### src/rtl/breakout_pkg.sv
// rtl/breakout_pkg.sv - shared field defaults, screen widths and tracker state type
package breakout_pkg;

  localparam int DEFAULT_ROWS = 6;
  localparam int DEFAULT_COLS = 10;

  localparam int PIX_X_W = 10;
  localparam int PIX_Y_W = 9;

  localparam int SCORE_W = 16;

  typedef enum logic [1:0] {
    PLAYING      = 2'd0,
    VICTORY_WAIT = 2'd1,
    RESTORE      = 2'd2
  } tracker_state_t;

endpackage

### src/rtl/brick_pixel_lookup.sv
// rtl/brick_pixel_lookup.sv - maps the current pixel to a brick and registers brick_on
module brick_pixel_lookup
  import breakout_pkg::*;
#(
  parameter int ROWS         = DEFAULT_ROWS,
  parameter int COLS         = DEFAULT_COLS,
  parameter int BRICK_W_LOG2 = 6,
  parameter int BRICK_H_LOG2 = 4,
  parameter int FIELD_X0     = 0,
  parameter int FIELD_Y0     = 48
) (
  input  logic                 clk,
  input  logic                 reset,
  input  logic [PIX_X_W-1:0]   pixel_x,
  input  logic [PIX_Y_W-1:0]   pixel_y,
  input  logic [ROWS*COLS-1:0] alive,
  output logic                 brick_on
);

  localparam int IDX_W = $clog2(ROWS * COLS);

  // One extra bit on each difference acts as a borrow: set when the pixel is left of / above the field.
  logic [PIX_X_W:0]   dx;
  logic [PIX_Y_W:0]   dy;
  logic [PIX_X_W-1:0] col;
  logic [PIX_Y_W-1:0] row;
  logic [IDX_W-1:0]   idx;
  logic               lit;

  // Locate the brick under the pixel, range-check it and mask the gap column.
  always_comb begin
    dx  = {1'b0, pixel_x} - (PIX_X_W + 1)'(FIELD_X0);
    dy  = {1'b0, pixel_y} - (PIX_Y_W + 1)'(FIELD_Y0);
    col = dx[PIX_X_W-1:0] >> BRICK_W_LOG2;
    row = dy[PIX_Y_W-1:0] >> BRICK_H_LOG2;
    idx = IDX_W'(row * COLS + col);
    lit = 1'b0;
    if (!dx[PIX_X_W] && !dy[PIX_Y_W] && (col < COLS) && (row < ROWS) &&
        (dx[BRICK_W_LOG2-1:0] != '0)) begin
      lit = alive[idx];
    end
  end

  // Register the lookup result for the VGA mixer.
  always_ff @(posedge clk or posedge reset) begin
    if (reset) begin
      brick_on <= 1'b0;
    end else begin
      brick_on <= lit;
    end
  end

endmodule

### src/rtl/brick_field_tracker.sv
// rtl/brick_field_tracker.sv - brick field owner and victory handshake initiator; optional BRICK_SCORE_EN adds a score output
module brick_field_tracker
  import breakout_pkg::*;
#(
  parameter int ROWS         = DEFAULT_ROWS,
  parameter int COLS         = DEFAULT_COLS,
  parameter int BRICK_W_LOG2 = 6,
  parameter int BRICK_H_LOG2 = 4,
  parameter int FIELD_X0     = 0,
  parameter int FIELD_Y0     = 48
) (
  input  logic                           clk,
  input  logic                           reset,
  input  logic                           hit_valid,
  input  logic [2:0]                     hit_row,
  input  logic [3:0]                     hit_col,
  output logic                           hit_ack,
  input  logic                           victory_complete,
  output logic                           trigger_victory,
  output logic                           round_reset,
  output logic [$clog2(ROWS*COLS+1)-1:0] bricks_left,
  input  logic [PIX_X_W-1:0]             pixel_x,
  input  logic [PIX_Y_W-1:0]             pixel_y,
  output logic                           brick_on
`ifdef BRICK_SCORE_EN
  ,
  output logic [SCORE_W-1:0]             score
`endif
);

  localparam int CELLS = ROWS * COLS;
  localparam int IDX_W = $clog2(CELLS);
  localparam int CNT_W = $clog2(CELLS + 1);

  tracker_state_t   state, next_state;
  logic [CELLS-1:0] alive;
  logic [IDX_W-1:0] hit_idx;
  logic             in_range;
  logic             accept;
  logic             last_hit;

  // Qualify the hit report and choose the next FSM state; in_range is tested first so an aliased index never counts.
  always_comb begin
    hit_idx     = IDX_W'(hit_row * COLS + hit_col);
    in_range    = (hit_row < ROWS) && (hit_col < COLS);
    accept      = 1'b0;
    last_hit    = 1'b0;
    round_reset = 1'b0;
    next_state  = state;
    case (state)
      PLAYING: begin
        accept   = hit_valid && in_range && alive[hit_idx];
        last_hit = accept && (bricks_left == CNT_W'(1));
        if (last_hit) next_state = VICTORY_WAIT;
      end
      VICTORY_WAIT: begin
        if (victory_complete) next_state = RESTORE;
      end
      RESTORE: begin
        round_reset = 1'b1;
        next_state  = PLAYING;
      end
      default: next_state = PLAYING;
    endcase
  end

  // FSM state register.
  always_ff @(posedge clk or posedge reset) begin
    if (reset) begin
      state <= PLAYING;
    end else begin
      state <= next_state;
    end
  end

  // Alive bits, live count and the one-cycle acknowledge/trigger pulses.
  always_ff @(posedge clk or posedge reset) begin
    if (reset) begin
      alive           <= '1;
      bricks_left     <= CNT_W'(CELLS);
      hit_ack         <= 1'b0;
      trigger_victory <= 1'b0;
    end else begin
      hit_ack         <= accept;
      trigger_victory <= last_hit;
      if (state == RESTORE) begin
        alive       <= '1;
        bricks_left <= CNT_W'(CELLS);
      end else if (accept) begin
        alive[hit_idx] <= 1'b0;
        bricks_left    <= bricks_left - CNT_W'(1);
      end
    end
  end

`ifdef BRICK_SCORE_EN
  logic [SCORE_W:0] score_sum;

  // Higher rows are worth more; the carry bit drives saturation.
  always_comb begin
    score_sum = {1'b0, score} + (SCORE_W + 1)'(ROWS - hit_row);
  end

  // Score survives round restores and clears only on reset.
  always_ff @(posedge clk or posedge reset) begin
    if (reset) begin
      score <= '0;
    end else if (accept) begin
      score <= score_sum[SCORE_W] ? {SCORE_W{1'b1}} : score_sum[SCORE_W-1:0];
    end
  end
`endif

  brick_pixel_lookup #(
    .ROWS        (ROWS),
    .COLS        (COLS),
    .BRICK_W_LOG2(BRICK_W_LOG2),
    .BRICK_H_LOG2(BRICK_H_LOG2),
    .FIELD_X0    (FIELD_X0),
    .FIELD_Y0    (FIELD_Y0)
  ) u_lookup (
    .clk     (clk),
    .reset   (reset),
    .pixel_x (pixel_x),
    .pixel_y (pixel_y),
    .alive   (alive),
    .brick_on(brick_on)
  );

endmodule

### config.mk
export PLATFORM = sky130hd
export DESIGN_NAME = brick_field_tracker
export DESIGN_NICKNAME = d
export VERILOG_FILES = /design/src/rtl/breakout_pkg.sv /design/src/rtl/brick_pixel_lookup.sv /design/src/rtl/brick_field_tracker.sv
export SDC_FILE = /design/constraint.sdc
export NUM_CORES = 1
export LEC_CHECK = 0
export CORE_AREA = 10 10 111 113
export CTS_CLUSTER_DIAMETER = 60
export DETAILED_ROUTE_END_ITERATION = 7
export DIE_AREA = 0 0 121 123
export HOLD_SLACK_MARGIN = 0.08
export PLACE_DENSITY = 0.72
export SETUP_SLACK_MARGIN = 0.15
export SYNTH_ARGS = -nofsm -noshare
export SYNTH_HDL_FRONTEND = slang
export SYNTH_SLANG_ARGS = --single-unit
### constraint.sdc
create_clock -name clk -period 3.5 [get_ports clk]
set_input_delay 0.525 -clock clk [delete_from_list [all_inputs] [get_ports clk]]
set_output_delay 0.525 -clock clk [all_outputs]
set_load 0.005 [all_outputs]
==> impl_results.rst, run 1 <==
.. list-table::
   :header-rows: 1

   * - Metric
     - Value
   * - Non-Filler Cell Area, Final
     - 5590 um2
   * - Number of clock buffers inserted by TritonCTS
     - 9
   * - Worst-case vdd ir drop
     - 0.0002523 V
   * - Antenna Violating Nets Remaining
     - 0
   * - FMAX
     - 0.2994 GHz
   * - Multiplexer share of the synthesized area
     - 14.50%
   * - Cell row count
     - 37
   * - DIE HEIGHT
     - 123 um
   * - Leading post-synthesis cells by instance count
     - sky130_fd_sc_hd__nor2_1 (84), sky130_fd_sc_hd__dfstp_2 (64), sky130_fd_sc_hd__a31oi_1 (61)
   * - Clock root buffer master
     - sky130_fd_sc_hd__clkbuf_8
   * - Number of I/O pins
     - 40
   * - Number of nets in the synthesized netlist
     - 481
   * - Post-detailed-route wirelength per cell
     - 19.75 um
   * - Total die area
     - 14880 um2
   * - DR iter-0 viols
     - 453
   * - Clock latency reported for the late side of the worst-skew pair
     - 0.36 ns
   * - Xor/xnor cell area share of the yosys netlist
     - 2.337%
   * - Setup-violating endpoint count in the final report
     - 0
   * - Detailed placer's ending HPWL
     - 9.110 mm
   * - Path type of the worst min-delay path
     - reg -> reg
   * - Max Clock Skew
     - 0.009065 ns
   * - Data required time of the worst path
     - 3.74 ns
   * - Endpoint type of the worst setup path
     - flip-flop
   * - Total Neg Setup Slack
     - 0 ns
   * - Fraction of the mapped netlist area in compound gates
     - 17.11%
   * - Total number of vias
     - 3881
   * - Number of antenna violations at the first check in global routing
     - 0
   * - Count of yosys warnings during synthesis
     - 0
   * - Level count of the clock H-tree
     - 3
   * - Worst-case register-to-register setup slack
     - 1.17 ns
   * - Final cycle utilization of the critical path
     - 95.42%
   * - Final critical-path required period
     - 3.340 ns
   * - Synthesized flop and latch total
     - 71
   * - Global-route total usage across every layer
     - 17.05%
   * - Main flop type after synthesis
     - sky130_fd_sc_hd__dfstp_2
   * - Simple-gate portion of the synthesized area
     - 15.36%
   * - Final hold violation count
     - 0
   * - Standard cell core area
     - 10140 um2
   * - Buffers from clock root to sink, at most
     - 2
   * - Share of the yosys chip area belonging to registers
     - 41.29%
   * - Cell Pwr Density
     - 622.9 nW/um2
   * - Biggest area consumer among synthesized cells
     - sky130_fd_sc_hd__dfstp_2
   * - Filler Cells Inserted
     - 841
   * - First-pass GRT wire length
     - 20.27 mm
   * - Width of the die
     - 121 um
   * - Hold bufs inserted after CTS
     - 0
   * - Count leader, synth
     - sky130_fd_sc_hd__nor2_1
   * - Static leakage power
     - 0.002167 uW
   * - EDFF count, synth
     - 0
   * - Mapped Avg Cell Area
     - 10.36 um2
   * - Clock-pin slew on the worst setup and hold paths
     - 0.08 ns
   * - Top fanout value on the critical path
     - 6
   * - Async set-or-reset flop fraction in the synthesized netlist
     - 100.0%
   * - Area Overhead vs Synth
     - 24.32%
   * - Power, Total
     - 3482 uW
   * - Arrival time worst endpoint
     - 3.58 ns
   * - Number of distinct library cells after synthesis
     - 61
   * - Synth top area share
     - 37.40%
   * - Drt via density
     - 6.093
   * - Adder-cell share of the synthesized area
     - 5.064%
   * - Number of global-route vias before repair
     - 3822
   * - Clock sink total
     - 71
   * - Result of the run
     - finished, final reports clean
   * - RD Place Congestion
     - 0.9039
   * - Number of nets in the layout
     - 543
   * - Router iterations before antenna repair
     - 5
   * - Critical setup path kind
     - in -> reg
   * - # DRC
     - 0
   * - Setup repair after global routing missed its margin
     - false
   * - TritonCTS clock tree
     - yes
   * - Layout cells sized above 1
     - 33.93%
   * - Post-detailed-routing wire length
     - 12.58 mm
   * - Mapped Area
     - 4497 um2
   * - Measured slew at the worst slew-check pin
     - 0.6558 ns
   * - Synth Instances
     - 434
   * - Max-slew headroom
     - 55.15%
   * - Pin count of the biggest net entering global routing
     - 37
   * - Main combinational cell family by area after synthesis
     - compound AO/OA/AOI/OAI gates
   * - Count of final max-slew check failures
     - 0
   * - Critical Path Start Type
     - input pin
   * - Total gr overflow
     - 0
   * - Dominant cells by area after synthesis
     - sky130_fd_sc_hd__dfstp_2 (37%), sky130_fd_sc_hd__mux4_2 (11%), sky130_fd_sc_hd__a31oi_1 (8.5%)
   * - Antenna cells
     - 0
   * - Post-DP Area
     - 5245 um2
   * - Count of max-cap constraint violations
     - 0
   * - Quantity of I/O buffers inserted on ports
     - 35
   * - Effective utilization at floorplan
     - 44.35%
cell families (layout without fill, tap and decap cells):
group / after synthesis / count (layout)
muxes: 37 / 37
buffers and inverters: 42 / 109
and+or+nand+nor: 139 / 139
adders and majority gates: 17 / 17
DFF: 71 / 71
AOI/OAI and AO/OA: 116 / 116
xor gates and xnor gates: 12 / 12
critical path, cell delays in order:
cell	delay, ns
sky130_fd_sc_hd__clkdlybuf4s50_1	0.51
sky130_fd_sc_hd__ha_1	0.21
sky130_fd_sc_hd__fa_2	0.50
sky130_fd_sc_hd__buf_4	0.19
sky130_fd_sc_hd__a2111oi_0	0.53
sky130_fd_sc_hd__a311oi_1	0.12
sky130_fd_sc_hd__a21boi_1	0.19
sky130_fd_sc_hd__a32o_2	0.25
sky130_fd_sc_hd__nor3_4	0.06
sky130_fd_sc_hd__buf_12	0.15
sky130_fd_sc_hd__buf_6	0.12
sky130_fd_sc_hd__a41o_1	0.23
final timing paths:
check,from,endpoint,cells after the start
max in group asynchronous,reset,alive[1],3
hold / removal,alive[41],alive[41],2
setup / recovery,hit_row[0],state[0],12
setup reg to reg,alive[24],state[0],9
hold reg to reg,alive[41],alive[41],2
min in group asynchronous,reset,bricks_left[0],2
cells in the final DEF (no fill, tap or decap), types with 5 or more instances in the layout:
master,instances
sky130_fd_sc_hd__a211oi_1,7
sky130_fd_sc_hd__a21oi_1,11
sky130_fd_sc_hd__a31oi_1,61
sky130_fd_sc_hd__buf_12,6
sky130_fd_sc_hd__buf_4,40
sky130_fd_sc_hd__clkbuf_8,11
sky130_fd_sc_hd__clkdlybuf4s50_1,35
sky130_fd_sc_hd__dfrtp_1,7
sky130_fd_sc_hd__dfstp_2,64
sky130_fd_sc_hd__ha_1,15
sky130_fd_sc_hd__inv_1,8
sky130_fd_sc_hd__mux2i_1,10
sky130_fd_sc_hd__mux4_2,22
sky130_fd_sc_hd__nand2_1,7
sky130_fd_sc_hd__nand2b_1,7
sky130_fd_sc_hd__nand3_1,6
sky130_fd_sc_hd__nor2_1,84
sky130_fd_sc_hd__nor3_1,5
sky130_fd_sc_hd__o21ai_0,7
sky130_fd_sc_hd__xnor2_1,5
sky130_fd_sc_hd__xor2_1,6
area by class of cell:
cell class | instances | area, um2 | share of cell area, %
clock buffers | 12 | 176.4 | 3.156
clock inverters | 4 | 73.82 | 1.321
inverters | 10 | 37.54 | 0.6714
multi-input cells | 321 | 2469 | 44.16
flip-flops and latches | 71 | 1857 | 33.21
well taps | 136 | 170.2 | 3.044
repair buffers | 83 | 807.0 | 14.44
metal layers:
metal  global-route usage, %  wire length, um  up-vias
met5                       0                0        -
met4                   6.184              282        0
met3                   4.467             1094       28
met2                   26.46             6019      200
met1                   22.52             5181     1888
li1                        -                -     1765
power breakdown:
group,leakage [uW],total [uW],switching (uW),internal [uW]
Clock,0.000128,809,325,484
Sequential,0.000766,1440,217,1220
Combinational,0.00127,1230,593,639
Total,0.00217,3480,1140,2350
what timing repair did:
action / CTS / global route
gates resized for setup: 0 / 9
setup buffers: 0 / 4
setup endpoints to repair: 0 / 68
sequential cells by signal, indices dropped and copies added (netlist names):
signal	flops
alive	60
bricks_left	6
hit_ack	1
state	2
trigger_victory	1
u_lookup.brick_on	1
through the flow:
| stage | worst slack (ns) | hold slack, ns | utilization, % | std cells |
|---|---|---|---|---|
| floorplan | 0.4608 | 0.4839 | - | 434 |
| global placement | -0.09421 | 0.4937 | 51.73 | 616 |
| detailed placement | -0.1562 | 0.4983 | 51.73 | 616 |
| CTS | 0.1956 | 0.5099 | 54.20 | 632 |
| global route | 0.1364 | 0.5235 | 55.14 | 637 |
| finish | 0.1603 | 0.5096 | 55.14 | 637 |
Note: power is estimated with default switching activity, not from simulation.
==> run 2, diff against run 1 <==
--- a/config.mk
+++ b/config.mk
@@ -5,12 +5,12 @@
 export SDC_FILE = /design/constraint.sdc
 export NUM_CORES = 1
 export LEC_CHECK = 0
-export CORE_AREA = 10 10 111 113
+export CORE_AREA = 10 10 106 108
 export CTS_CLUSTER_DIAMETER = 60
 export DETAILED_ROUTE_END_ITERATION = 7
-export DIE_AREA = 0 0 121 123
+export DIE_AREA = 0 0 116 118
 export HOLD_SLACK_MARGIN = 0.08
-export PLACE_DENSITY = 0.72
+export PLACE_DENSITY = 0.78
 export SETUP_SLACK_MARGIN = 0.15
 export SYNTH_ARGS = -nofsm -noshare
 export SYNTH_HDL_FRONTEND = slang
==> constraint.sdc (replaced) <==
create_clock -name clk -period 3.65 [get_ports clk]
set_input_delay 0.5475 -clock clk [delete_from_list [all_inputs] [get_ports clk]]
set_output_delay 0.5475 -clock clk [all_outputs]
set_load 0.005 [all_outputs]
==> run 2 against run 1 <==
Cell area decreased by 3.7%. Sequential power decreased by 5%. Critical path depth decreased by 1. Core utilization increased by 4.0 points. Clock skew increased by 0.00056 ns. Via count decreased by 0.15%. Hold slack improved by 0.0018 ns. Highest routed layer unchanged.
==> impl_results.rst, run 2 (same netlist as run 1, synthesis figures left out) <==
.. list-table::
   :header-rows: 1

   * - Metric
     - Value
   * - Result of the run
     - finished, final reports clean
   * - Width of the die
     - 116 um
   * - Total die area
     - 13690 um2
   * - DR iter-0 viols
     - 505
   * - Total area of sequential cells
     - 1857 um2
   * - Static leakage power
     - 0.002089 uW
   * - Arrival time worst endpoint
     - 3.64 ns
   * - DIE HEIGHT
     - 118 um
   * - Count of final max-slew check failures
     - 0
   * - Critical Path Start Type
     - input pin
   * - # DRC
     - 0
   * - Global-route total usage across every layer
     - 18.41%
   * - Number of global-route vias before repair
     - 3943
   * - Filler Cells Inserted
     - 756
   * - Number of clock buffers inserted by TritonCTS
     - 9
   * - Final critical-path required period
     - 3.373 ns
   * - Count of max-cap constraint violations
     - 0
   * - Post-DP Area
     - 5159 um2
   * - TritonCTS clock tree
     - yes
   * - FMAX
     - 0.2965 GHz
   * - Clock-pin slew on the worst setup and hold paths
     - 0.08 ns
   * - Setup-violating endpoint count in the final report
     - 0
   * - First-pass GRT wire length
     - 20.33 mm
   * - Area Overhead vs Synth
     - 19.73%
   * - Standard cell core area
     - 9109 um2
   * - Leading cell types in the layout, fill and taps excluded
     - sky130_fd_sc_hd__nor2_1 (84), sky130_fd_sc_hd__dfstp_2 (64), sky130_fd_sc_hd__a31oi_1 (61)
   * - Min-delay src
     - alive[54]
   * - Regs by FF count
     - alive: 60 flops, bricks_left: 6 flops, state: 2 flops
   * - Total number of vias
     - 3875
   * - Data required time of the worst path
     - 3.91 ns
   * - Post-detailed-routing wire length
     - 12.13 mm
   * - Endpoint type of the worst setup path
     - flip-flop
   * - Power, Total
     - 3151 uW
   * - Pin count of the biggest net entering global routing
     - 53
   * - Layout cells sized above 1
     - 33.20%
   * - Placed Cells incl. Taps
     - 592
   * - Antenna Violating Nets Remaining
     - 0
   * - Path type of the worst min-delay path
     - reg -> reg
   * - Drt via density
     - 6.373
   * - RD Place Congestion
     - 0.9239
   * - Total Neg Setup Slack
     - 0 ns
   * - Area of the multi-input gates
     - 2467 um2
   * - Setup repair after global routing missed its margin
     - false
   * - Worst-case vdd ir drop
     - 0.0002308 V
   * - Router iterations before antenna repair
     - 7
   * - Clock root buffer master
     - sky130_fd_sc_hd__clkbuf_8
   * - Minimum setup slack in the final design
     - 0.2775 ns
   * - Measured slew at the worst slew-check pin
     - 1.072 ns
   * - Max-slew headroom
     - 28.40%
   * - Cell Pwr Density
     - 585.3 nW/um2
   * - Final cycle utilization of the critical path
     - 92.40%
   * - Leading cell type in the layout, fill and taps excluded
     - sky130_fd_sc_hd__nor2_1
   * - Clock latency reported for the late side of the worst-skew pair
     - 0.36 ns
   * - Top fanout value on the critical path
     - 24
   * - Number of nets in the layout
     - 539
   * - Critical setup path kind
     - in -> reg
   * - Cell row count
     - 35
   * - Top register by number of flip-flops
     - alive
   * - Final hold violation count
     - 0
   * - Post-route non-filler standard cell count
     - 608
   * - Number of antenna violations at the first check in global routing
     - 0
   * - Non-Filler Cell Area, Final
     - 5384 um2
   * - Quantity of I/O buffers inserted on ports
     - 35
   * - Buffers from clock root to sink, at most
     - 2
   * - Clock sink total
     - 71
   * - Flip-flop count of the largest register, all copies and words added
     - 60
   * - Detailed placer's ending HPWL
     - 8.920 mm
   * - Source of the worst register-to-register timing path
     - state[0]
   * - Post-detailed-route wirelength per cell
     - 19.96 um
   * - Worst setup slack before clock tree synthesis
     - -0.1443 ns
   * - Effective utilization at floorplan
     - 49.37%
   * - Max Clock Skew
     - 0.009624 ns
   * - Level count of the clock H-tree
     - 3
   * - Number of I/O pins
     - 40
   * - Total gr overflow
     - 0
   * - CP Launch Point
     - hit_row[0]
   * - Antenna cells
     - 0
## run 2: changes by cell type in the layout (fill, tap and decap cells not counted), sizes merged
cell | before | now
buf | 47 | 44
bufinv | 2 | 1
clkinv | 2 | 4
clkbuf | 13 | 11
## run 2: final timing paths
| kind | end | slack (ns) | cells past startpoint |
|---|---|---|---|
| worst max-delay path | alive[3] | 0.28 | 11 |
| worst min-delay path | alive[54] | 0.51 | 2 |
| worst max register to register | alive[25] | 1.25 | 6 |
| worst min register to register | alive[54] | 0.51 | 2 |
| max in group asynchronous | alive[7] | 2.04 | 3 |
| min in group asynchronous | trigger_victory | 0.79 | 2 |
## run 2: per-layer routing
layer	routed length [um]	GRT usage (%)
met1	5071	25.17
met2	5769	27.35
met3	1040	4.230
met4	252	7.121
met5	0	0
## run 2: critical path, stage by stage
cell                              delay, ns
sky130_fd_sc_hd__clkdlybuf4s50_1       0.45
sky130_fd_sc_hd__ha_1                  0.24
sky130_fd_sc_hd__fa_2                  0.64
sky130_fd_sc_hd__or2_1                 0.23
sky130_fd_sc_hd__o21ai_1               0.10
sky130_fd_sc_hd__or3_1                 0.34
sky130_fd_sc_hd__a22oi_2               0.25
sky130_fd_sc_hd__nor2_1                0.12
sky130_fd_sc_hd__nor3_4                0.25
sky130_fd_sc_hd__buf_4                 0.31
sky130_fd_sc_hd__a31oi_1               0.14
## run 2: final cells by class
type / instances / area share, %
Clock buffer: 11 / 2.626
Sequential cell: 71 / 34.49
Tap cell: 111 / 2.580
Clock inverter: 5 / 1.069
Timing Repair Buffer: 79 / 12.71
Inverter: 10 / 0.6972
Multi-Input combinational cell: 321 / 45.83
## run 2: repair_timing
action	in CTS	in global routing
endpoints found under the setup margin	0	61
hold buffers	0	0
buffers inserted	0	0
resized for setup	0	7
## run 2: per-stage QoR
stage / hold slack, ns / utilization [%]
2_1_floorplan: 0.4839 / -
3_3_place_gp: 0.4935 / 56.63
3_5_place_dp: 0.4995 / 56.63
4_1_cts: 0.5100 / 58.82
5_1_grt: 0.5266 / 59.11
6_report: 0.5115 / 59.11
## run 2: report_power, final
group          switching [uW]  leakage [uW]  internal [uW]
registers                 202      0.000766           1170
clock network             309      0.000103            335
logic                     558       0.00122            575
==> run 3, diff against run 2 <==
--- a/config.mk
+++ b/config.mk
@@ -5,10 +5,10 @@
 export SDC_FILE = /design/constraint.sdc
 export NUM_CORES = 1
 export LEC_CHECK = 0
-export CORE_AREA = 10 10 106 108
+export CORE_AREA = 2 2 98 100
 export CTS_CLUSTER_DIAMETER = 60
 export DETAILED_ROUTE_END_ITERATION = 7
-export DIE_AREA = 0 0 116 118
+export DIE_AREA = 0 0 100 102
 export HOLD_SLACK_MARGIN = 0.08
 export PLACE_DENSITY = 0.78
 export SETUP_SLACK_MARGIN = 0.15
==> run 3 against run 2 <==
Via count barely moved. Clock skew increased by 0.0013 ns. Count of clock-buffer cells in the layout fell by 2. Maximum frequency shrank 2.9%. Register-to-register slack got worse by 0.14 ns. Cell count down 0.99%. Sequential share of layout area up 0.096 points. Non-clock buffer count decreased by 6. Core utilization down 0.16 points. Critical path depth up 1. Setup slack got worse by 0.10 ns. Sequential power about the same. Critical path type unchanged. Critical endpoint is now alive[17]. Highest routed layer unchanged.
==> impl_results.rst, run 3 (same netlist as run 1, synthesis figures left out) <==
.. list-table::
   :header-rows: 1

   * - Metric
     - Value
   * - Antenna Violating Nets Remaining
     - 0
   * - Level count of the clock H-tree
     - 3
   * - Cell row count
     - 35
   * - Source of the worst register-to-register timing path
     - state[0]
   * - Data required time of the worst path
     - 3.91 ns
   * - DIE HEIGHT
     - 102 um
   * - Total number of vias
     - 3878
   * - Worst-case register-to-register setup slack
     - 1.11 ns
   * - Post-detailed-routing wire length
     - 12.01 mm
   * - Count of max-cap constraint violations
     - 0
   * - Final critical-path required period
     - 3.474 ns
   * - Count of final max-slew check failures
     - 0
   * - Antenna cells
     - 0
   * - Cell Pwr Density
     - 599.0 nW/um2
   * - # DRC
     - 0
   * - Worst-case vdd ir drop
     - 0.0002558 V
   * - Number of antenna violations at the first check in global routing
     - 0
   * - Width of the die
     - 100 um
   * - Total Neg Setup Slack
     - 0 ns
   * - Clock latency reported for the late side of the worst-skew pair
     - 0.35 ns
   * - Static leakage power
     - 0.002071 uW
   * - Number of clock buffers inserted by TritonCTS
     - 9
   * - Top fanout value on the critical path
     - 28
   * - Standard cell core area
     - 9109 um2
   * - Endpoint type of the worst setup path
     - flip-flop
   * - FMAX
     - 0.2878 GHz
   * - Min-Delay Endpoint
     - alive[33]
   * - Detailed placer's ending HPWL
     - 8.521 mm
   * - Router iterations before antenna repair
     - 5
   * - CP Launch Point
     - hit_row[0]
   * - Number of global-route vias before repair
     - 3747
   * - Max-slew headroom
     - 38.19%
   * - Top register by number of flip-flops
     - alive
   * - Drt via density
     - 6.442
   * - Minimum setup slack in the final design
     - 0.1758 ns
   * - Leading cell types in the layout, fill and taps excluded
     - sky130_fd_sc_hd__nor2_1 (84), sky130_fd_sc_hd__dfstp_2 (64), sky130_fd_sc_hd__a31oi_1 (61)
   * - Flip-flop count of the largest register, all copies and words added
     - 60
   * - Post-CTS repair timing setup buffer count
     - 0
   * - Total gr overflow
     - 0
   * - Global-route total usage across every layer
     - 24.21%
   * - Path type of the worst min-delay path
     - reg -> reg
   * - Total die area
     - 10200 um2
   * - Setup-violating endpoint count in the final report
     - 0
   * - Critical setup path kind
     - in -> reg
   * - Number of nets in the layout
     - 533
   * - TritonCTS clock tree
     - yes
   * - Effective utilization at floorplan
     - 49.37%
   * - Area Overhead vs Synth
     - 19.39%
   * - Final cycle utilization of the critical path
     - 95.18%
   * - Final core occ
     - 58.94%
   * - Clock root buffer master
     - sky130_fd_sc_hd__clkbuf_8
   * - Final hold violation count
     - 0
   * - RD Place Congestion
     - 0.8891
   * - Setup repair after global routing missed its margin
     - false
   * - Measured slew at the worst slew-check pin
     - 0.9258 ns
   * - First-pass GRT wire length
     - 19.19 mm
   * - Quantity of I/O buffers inserted on ports
     - 35
   * - DR iter-0 viols
     - 378
   * - Number of I/O pins
     - 40
   * - Max Clock Skew
     - 0.01094 ns
   * - Layout cells sized above 1
     - 31.57%
   * - Post-detailed-route wirelength per cell
     - 19.96 um
   * - Buffers from clock root to sink, at most
     - 2
   * - Regs by FF count
     - alive: 60 flops, bricks_left: 6 flops, state: 2 flops
   * - Leading cell type in the layout, fill and taps excluded
     - sky130_fd_sc_hd__nor2_1
   * - Pin count of the biggest net entering global routing
     - 58
   * - Critical Path Start Type
     - input pin
   * - Number of stages on the worst hold path
     - 2
   * - Clock sink total
     - 71
   * - Result of the run
     - finished, final reports clean
   * - Worst setup slack before clock tree synthesis
     - -0.08415 ns
   * - Number of cells on the worst reg-to-reg path
     - 6
   * - Arrival time worst endpoint
     - 3.73 ns
   * - Worst reg2reg endpoint
     - alive[25]
   * - Clock-pin slew on the worst setup and hold paths
     - 0.08 ns
   * - Min-delay src
     - alive[33]
run 3: changes by cell type in the layout (fill, tap and decap cells not counted), sizes merged:
| cell | change |
|---|---|
| buf | -7 |
| clkbuf | -1 |
| bufinv | +1 |
| clkinv | -1 |
| inv | +1 |
| clkinvlp | +1 |
run 3: worst max path at each step:
stage	end	cells after the start
final	alive[17]	12
after global routing	alive[17]	12
after CTS	alive[34]	12
after detailed placement	alive[59]	13
after global placement	alive[1]	13
after floorplan	bricks_left[0]	11
run 3: area by class of cell:
class                      count  area (um2)
timing repair buffer          73       665.6
tap                          111       138.9
multi-input combinational    321        2451
clock buffer                   9       123.9
inverter                      10       37.54
clock inverter                 7       95.09
sequential                    71        1857
fill                         756        3740
run 3: per-stage QoR:
step | power, uW | hold slack (ns) | cells | instance area (um2)
final | 3216 | 0.5136 | 602 | 5369
after global routing | 3377 | 0.5267 | 602 | 5369
after CTS | 3188 | 0.5109 | 601 | 5338
after detailed placement | 2477 | 0.4998 | 585 | 5119
after global placement | 2416 | 0.4947 | 585 | 5119
after floorplan | 2070 | 0.4839 | 434 | 4497
run 3: report_power, final:
part / switching [uW] / internal, uW
sequential: 203 / 1170
combinational: 562 / 570
clock: 322 / 386
total: 1090 / 2130
run 3: what timing repair did:
item,4_1_cts,5_1_grt
hold buffers,0,0
endpoints found under the hold margin,0,0
resized for setup,0,2
setup endpoints to repair,0,56
run 3: layer usage:
| metal | share of wire, % | up-vias | global-route usage (%) |
|---|---|---|---|
| met5 | 0 | - | 0 |
| met4 | 2.4 | 0 | 7.060 |
| met3 | 7.4 | 31 | 4.993 |
| met2 | 48 | 175 | 39.66 |
| met1 | 42 | 1928 | 32.93 |
| li1 | - | 1744 | - |
run 3: critical path, stage by stage:
cell                              delay (ns)
sky130_fd_sc_hd__clkdlybuf4s50_1        0.44
sky130_fd_sc_hd__ha_1                   0.24
sky130_fd_sc_hd__fa_1                   0.48
sky130_fd_sc_hd__buf_4                  0.17
sky130_fd_sc_hd__buf_4                  0.18
sky130_fd_sc_hd__nand2b_1               0.16
sky130_fd_sc_hd__o22a_1                 0.17
sky130_fd_sc_hd__o221ai_1               0.17
sky130_fd_sc_hd__a32o_1                 0.44
sky130_fd_sc_hd__nor3_4                 0.31
sky130_fd_sc_hd__clkbuf_16              0.29
sky130_fd_sc_hd__a31oi_1                0.12
==> variant: new RTL, flow settings as in run 2 <==
`FIELD_Y0` is set to 48 in 2 places; all go to 36.
--- a/src/rtl/brick_pixel_lookup.sv
+++ b/src/rtl/brick_pixel_lookup.sv
@@ -7,7 +7,7 @@
   parameter int BRICK_W_LOG2 = 6,
   parameter int BRICK_H_LOG2 = 4,
   parameter int FIELD_X0     = 0,
-  parameter int FIELD_Y0     = 48
+  parameter int FIELD_Y0     = 36
 ) (
   input  logic                 clk,
   input  logic                 reset,
--- a/src/rtl/brick_field_tracker.sv
+++ b/src/rtl/brick_field_tracker.sv
@@ -7,7 +7,7 @@
   parameter int BRICK_W_LOG2 = 6,
   parameter int BRICK_H_LOG2 = 4,
   parameter int FIELD_X0     = 0,
-  parameter int FIELD_Y0     = 48
+  parameter int FIELD_Y0     = 36
 ) (
   input  logic                           clk,
   input  logic                           reset,
Formal check against the unedited RTL: not equivalent (a bounded check fails within 4 cycles, from zero or initial values and one cycle with reset high).
==> variant against run 2 <==
- critical path depth increased by 2
- design area increased by 8.2%
- area after synthesis increased by 6.4%
- clock power decreased by 2%
- power increased by 0.76%
- critical path type unchanged
- register-to-register slack got worse by 0.03 ns
- sequential cell count unchanged
- routed wire length increased by 10%
- via count increased by 6.1%
- setup slack got worse by 0.032 ns
==> variant: results (changes against run 2) <==
vias in the first global route 3,959 (+0.41%); Yosys cell types 63 (+3.3%); Max stage delay on crit path 0.50 ns (-0.14 ns); hold_sp alive[14]; reg2reg end alive[33]; R2R Path Start alive[35]; HPWL Detailed 9644 um (+8.1%); Iter 0 DRT Violations 523 (+3.6%); first-pass GRT wire length 21,000 um (+3.3%); met3 Use GR 5.301% (+1.1 points); setup slack, reg-to-reg 1.22 ns (-0.03 ns); mux contribution to synthesized area 15.20% (+0.70 points); met2 GRT Util 28.73% (+1.4 points); Flop pwr share 42.0% (-1.6 points); Combinational Power Share 38.1% (+2.2 points); Synth top cells by count dfstp_2 (64), nand3_1 (52), a21o_1 (49), nor2_1 (33), mux4_2 (25); Critical Path End alive[33]; cells after synthesis 453 (+4.4%); VDD IR max 226.9 uV (-1.7%); # placed instances 613 (+3.5%); WL met1 5509 um (+8.6%); internal power 0.002117 W (+1.7%); Initial DRT Pass Iterations 6 (-1); nets 563 (+4.5%); Setup WS pre-CTS -0.2583 ns (-0.1140 ns); Total Routing Usage GR 19.19% (+0.78 points); sequential area share after synthesis 38.82% (-2.5 points); P_seq 0.00133 W (-3%); final hold slack 0.4690 ns (-0.04245 ns); met3 WL 1194 um (+15%); DP Area 5513 um2 (+6.9%); WHS Endpoint alive[14]; reg2reg path depth 8 (+2); largest net degree at the start of global routing 65 (+23%); # port buffers 37 (+5.7%); synth top area cells dfstp_2 (35%), mux4_2 (12%), a21o_1 (7.7%), nand3_1 (5.4%), dfrtp_1 (3.7%); status completed; Arr. time, crit path 3.70 ns (+0.06 ns); vias per cell 6.494 (+1.9%); final period utilization 93.27% (+0.88 points); Finished Layout Cells 633 (+4.1%); post-synth net total 499 (+3.7%); RePlAce Congestion 0.9231 (about the same); family with the most delay on the worst path buffers and inverters
==> variant: cell types whose count changed in the layout (fill, tap and decap cells not counted), moves of 5 or more <==
cell | before | now
a211oi_1 | 7 | 2
nor2_1 | 84 | 32
buf_4 | 43 | 51
and4_1 | 1 | 6
a31oi_1 | 61 | 7
nand2_1 | 7 | 20
a21o_1 | 2 | 49
nor3_1 | 5 | 15
nand3_1 | 6 | 52
==> variant: area by class of cell <==
type	count	area, um2
Clock inverter	4	45.04
Multi-Input combinational cell	336	2789
Clock buffer	12	145.1
Inverter	8	30.03
Timing Repair Buffer	91	818.3
Tap cell	111	138.9
Sequential cell	71	1857
Fill cell	699	3286
==> variant: what timing repair did <==
| item | CTS | global route |
|---|---|---|
| pin swaps | 0 | 3 |
| endpoints found under the setup margin | 1 | 51 |
| hold buffers | 0 | 0 |
| cloned | 0 | 1 |
| resized for setup | 2 | 10 |
| buffers inserted | 0 | 3 |
